`src/rtl/shift65_tx_pkg.sv`:
```
// Shared definitions for the shift65 serializer: FSM states and width defaults.
package shift65_tx_pkg;

    // Default serialized word width and the beat-counter width derived from it.
    localparam int DEFAULT_WIDTH   = 65;
    localparam int DEFAULT_COUNT_W = $clog2(DEFAULT_WIDTH);

    // Two-state transmitter: waiting for a word, or shifting one out.
    typedef enum logic {
        IDLE  = 1'b0,
        SHIFT = 1'b1
    } txState_e;

    // Beat-counter width for an arbitrary word width; never narrower than one bit.
    function automatic int countWidth(input int width);
        return (width > 1) ? $clog2(width) : 1;
    endfunction

endpackage

```
`src/rtl/shift65_tx.sv`:
```
// Parallel-to-serial transmitter with valid/ready on both sides, zero-bubble
// back-to-back words, synchronous abort and asynchronous active-low reset.
module shift65_tx
    import shift65_tx_pkg::*;
#(
    parameter int WIDTH     = DEFAULT_WIDTH,
    parameter bit MSB_FIRST = 1'b0
) (
    input  logic             clock,
    input  logic             reset,
    input  logic             abort,
    input  logic             in_valid,
    output logic             in_ready,
    input  logic [WIDTH-1:0] in_data,
    output logic             ser_valid,
    input  logic             ser_ready,
    output logic             ser_bit,
    output logic             ser_last,
    output logic             busy
);

    localparam int CNT_W = countWidth(WIDTH);
    localparam logic [CNT_W-1:0] LAST_COUNT = CNT_W'(WIDTH - 1);

    txState_e         state_q,  state_d;
    logic [WIDTH-1:0] shiftReg_q, shiftReg_d;
    logic [CNT_W-1:0] count_q,  count_d;

    logic inShift;
    logic lastBeat;
    logic loadWord;
    logic beatAccept;

    // Output decode: everything serial is gated by the SHIFT state so the
    // outputs read as zero in IDLE regardless of leftover register contents.
    always_comb begin
        inShift    = (state_q == SHIFT);
        lastBeat   = inShift && (count_q == '0);
        ser_valid  = inShift;
        busy       = inShift;
        ser_last   = lastBeat;
        ser_bit    = inShift && (MSB_FIRST ? shiftReg_q[WIDTH-1] : shiftReg_q[0]);
        in_ready   = !abort && (inShift ? (lastBeat && ser_ready) : 1'b1);
        loadWord   = in_valid && in_ready;
        beatAccept = inShift && ser_ready;
    end

    // Next-state logic: abort beats load, load beats a plain beat accept, so a
    // load on the final beat chains straight into the next word.
    always_comb begin
        state_d    = state_q;
        shiftReg_d = shiftReg_q;
        count_d    = count_q;
        if (abort) begin
            state_d    = IDLE;
            shiftReg_d = '0;
            count_d    = '0;
        end else if (loadWord) begin
            state_d    = SHIFT;
            shiftReg_d = in_data;
            count_d    = LAST_COUNT;
        end else if (beatAccept) begin
            if (count_q != '0) begin
                shiftReg_d = MSB_FIRST ? (shiftReg_q << 1) : (shiftReg_q >> 1);
                count_d    = count_q - 1'b1;
            end else begin
                state_d = IDLE;
            end
        end
    end

    // State, shift register and beat counter; reset clears all without a clock.
    always_ff @(posedge clock or negedge reset) begin
        if (!reset) begin
            state_q    <= IDLE;
            shiftReg_q <= '0;
            count_q    <= '0;
        end else begin
            state_q    <= state_d;
            shiftReg_q <= shiftReg_d;
            count_q    <= count_d;
        end
    end

endmodule

```
`config.mk`:
```
export PLATFORM = sky130hd
export DESIGN_NAME = shift65_tx
export DESIGN_NICKNAME = d
export VERILOG_FILES = /design/src/rtl/shift65_tx_pkg.sv /design/src/rtl/shift65_tx.sv
export SDC_FILE = /design/constraint.sdc
export NUM_CORES = 1
export LEC_CHECK = 0
export ABC_AREA = 1
export BUFFER_PORTS_ARGS = -buffer_cell sky130_fd_sc_hd__buf_2
export CORE_MARGIN = 4
export CORE_UTILIZATION = 42
export CTS_BUF_LIST = sky130_fd_sc_hd__clkbuf_16
export DETAILED_ROUTE_END_ITERATION = 12
export SLEW_MARGIN = 20
export SYNTH_ARGS = -nofsm -noshare
export SYNTH_HDL_FRONTEND = slang
export SYNTH_SLANG_ARGS = --single-unit
```
`constraint.sdc`:
```
create_clock -name clock -period 1.6 [get_ports clock]
set_input_delay 0.08 -clock clock [delete_from_list [all_inputs] [get_ports clock]]
set_output_delay 0.08 -clock clock [all_outputs]
set_load 0.005 [all_outputs]
```
==> out/qor.yml <==
outcome: "finished with violations"
violations: "setup timing"
synth_top_area_share: 0.395
n_antenna_cell: 0
hold_start: "in_data[64]"
finalWirelength_mm: 12.6
cts_root_buf: "clkbuf_16"
nFillCells: 1029
cp-start-kind: "flip-flop"
pin_count: 75
drt-initial-drc-count: 199
h-tree-depth: 3
core_area_sq_um: 10800
instances_no_fill: 888
hold_viol: 0
max_slew.worst_pin.slew_ns: 0.485
crit_arrival_ns: 1.65
path_class: "reg -> out"
critPathSlowestCell: "dfrtp_1"
seqCellArea_sq_um: 1830
clk_pin_slew_ns: 0.05
synth_cells: 667
rr_startpoint: "count_q[1]$_DFFE_PN0P_"
period_share: 1.08
clock-sinks: 73
slew_headroom: 0.676
synthesis.area_sq_um: 4620
powerDensity_nw_per_um2: 1050
cts_tree: "built"
finalSetupViolCount: 70
dp_hpwl_mm: 7.54
area_growth_pct: 29.6
dpl.cell_count: 859
cts_made_buffers: 9
grt-ovfl-total: 0
synth_warnings: 0
cts_buffer_depth: 2
drive_gt1_frac: 0.241
viasPerCell: 5.09
wl_per_cell_microns: 14.2
synth-seq-area-share: 0.395
yosysMostFrequentCell: "nand2_1"
drc: 0
antenna_found_initial: 0
ir_drop_mv: 0.570
yosysTopAreaCell: "dfrtp_1"
synth_edf_count: 0
timing.fmax_mhz: 579
drtPass1Iterations: 4
slowest_delay_ns: 0.38
clock_latency_ns: 0.34
crit_chain: "inv_2, ha_4, inv_2, nor2_4, nand3_4, o21ai_4, inv_2, nor2_4, buf_2"
rsz0062_at_grt: "yes"
postRouteAntennaNets: 0
grt_pass1_vias: 4348
grt_pass1_wl_mm: 20.9
crit_start: "count_q[1]$_DFFE_PN0P_"
ys.flop_type: "dfrtp_1"
synth_cell_types: 28
grtUsageTotal: 0.200
synth-seq-cells: 73
die_h_microns: 113
skew_ns: 0.00444
worst_hold_slack_ns: 0.0132
multi_input_area_sq_um: 2280
grt_max_degree: 78
synth.avg_cell_area_sq_um: 6.93
max_cap_violations: 0
synth_area_leaders: "dfrtp_1 (40%), nand2_1 (19%), nand4_1 (15%)"
async_flop_share: 1.00
period_minus_slack_ns: 1.73
p_leak_nw: 3.40
setup_ws_ns: -0.127
chipWidth_microns: 113
synth_nets: 739
rows: 38
dr_total_vias: 4519
cpMostUsedCell: "inv_2"
die_area_sq_um: 12700
ys_top_cells_by_count: "nand2_1 (236), nand4_1 (111), inv_1 (104), dfrtp_1 (73), nand3_1 (51)"
hp-class: "in -> reg"
layout.nets: 817
portBuffers: 74
place_congestion: 0.775
endpoint_kind: "primary output"
drv_slew: 0
start_util: 0.428
cp_max_fo: 4
cp.required_ns: 1.52
[per-layer routing]
layer,track usage,wire (microns),vias to the layer above
li1,-,-,2302
met1,0.265,5710,2121
met2,0.327,6030,82
met3,0.0428,588,14
met4,0.0649,254,0
met5,0,0,-
[through the flow]
step                 util  power [mW]  TNS [ns]  setup WS, ns  cell area (sq um)
floorplan               -        3.58     -1.30       -0.0455               4730
finish              0.555        6.31     -4.81        -0.127               5990
detailed placement  0.494        4.15     -9.74        -0.187               5330
CTS                 0.535        6.10    -10.02        -0.171               5770
global route        0.555        6.74    -13.82        -0.239               5990
global placement    0.494        4.10     -6.83        -0.124               5330
[worst max-delay path: cells and delay by family, from the launching register on]
family	cells	cell delay (ns)
DFF	1	0.38
buffers and inverters	4	0.31
adders and majority gates	1	0.12
and+or+nand+nor	3	0.30
AOI/OAI and AO/OA	1	0.20
[report_power, final]
part	internal, mW	switching (mW)
Sequential	2.12	0.106
Clock	1.00	0.752
Combinational	1.00	1.32
Total	4.13	2.18
[layout make-up]
class / instances / area share
multi-input cells: 431 / 0.380
clock buffers: 9 / 0.0376
repair inverters: 1 / 0.00104
flip-flops and latches: 73 / 0.305
repair buffers: 122 / 0.175
clock inverters: 5 / 0.00313
well taps: 140 / 0.0293
inverters: 107 / 0.0692
[flip-flops by register name, indices dropped and copies added (netlist names)]
name,flops
shiftReg_q,65
count_q,7
busy,1
[cells in the final DEF, fill, tap and decap left out, types with 2 or more instances in the layout]
cell / Yosys / final
buf_4: 10 / 21
buf_12: 0 / 10
inv_4: 0 / 2
buf_16: 0 / 3
nand2_8: 0 / 2
inv_1: 104 / 102
nand2_1: 236 / 232
buf_6: 7 / 8
or2_2: 3 / 3
o21ai_1: 2 / 2
nand2_2: 1 / 3
nand4_1: 111 / 111
nor2_2: 1 / 2
buf_2: 11 / 73
nand3_2: 2 / 19
nor2_1: 9 / 6
nor2_4: 1 / 3
nand3_1: 51 / 32
xor2_1: 3 / 3
nand3_4: 0 / 2
dfrtp_1: 73 / 73
clkbuf_16: 0 / 14
clkinv_1: 0 / 2
inv_2: 3 / 5
[final timing paths]
path                                               to  slack, ns  cells past startpoint
min in group asynchronous   shiftReg_q[4]$_DFFE_PN0P_       0.24                      2
max                                          in_ready      -0.13                      9
min                        shiftReg_q[64]$_DFFE_PN0P_       0.01                      3
max reg2reg                shiftReg_q[44]$_DFFE_PN0P_      -0.11                     12
max in group asynchronous  shiftReg_q[13]$_DFFE_PN0P_       0.84                      3
min reg2reg                shiftReg_q[63]$_DFFE_PN0P_       0.47                      2
[timing repair]
item,CTS,global route
endpoints found under the hold margin,32,0
pin swaps,2,24
gates resized for setup,20,27
buffers inserted,5,2
hold buffers,1,0
gates cloned,3,6
setup endpoints to repair,73,74
[logic make-up after synthesis]
logic type | count (synthesis) | synth area share
buffers and inverters | 163 | 0.155
XOR/XNOR | 4 | 0.00758
adder cells (fa/ha/maj) | 2 | 0.00541
flip-flops | 73 | 0.395
AO/OA/AOI/OAI | 6 | 0.00894
AND/OR/NAND/NOR | 419 | 0.428
Note: power is estimated with default switching activity, not from simulation.
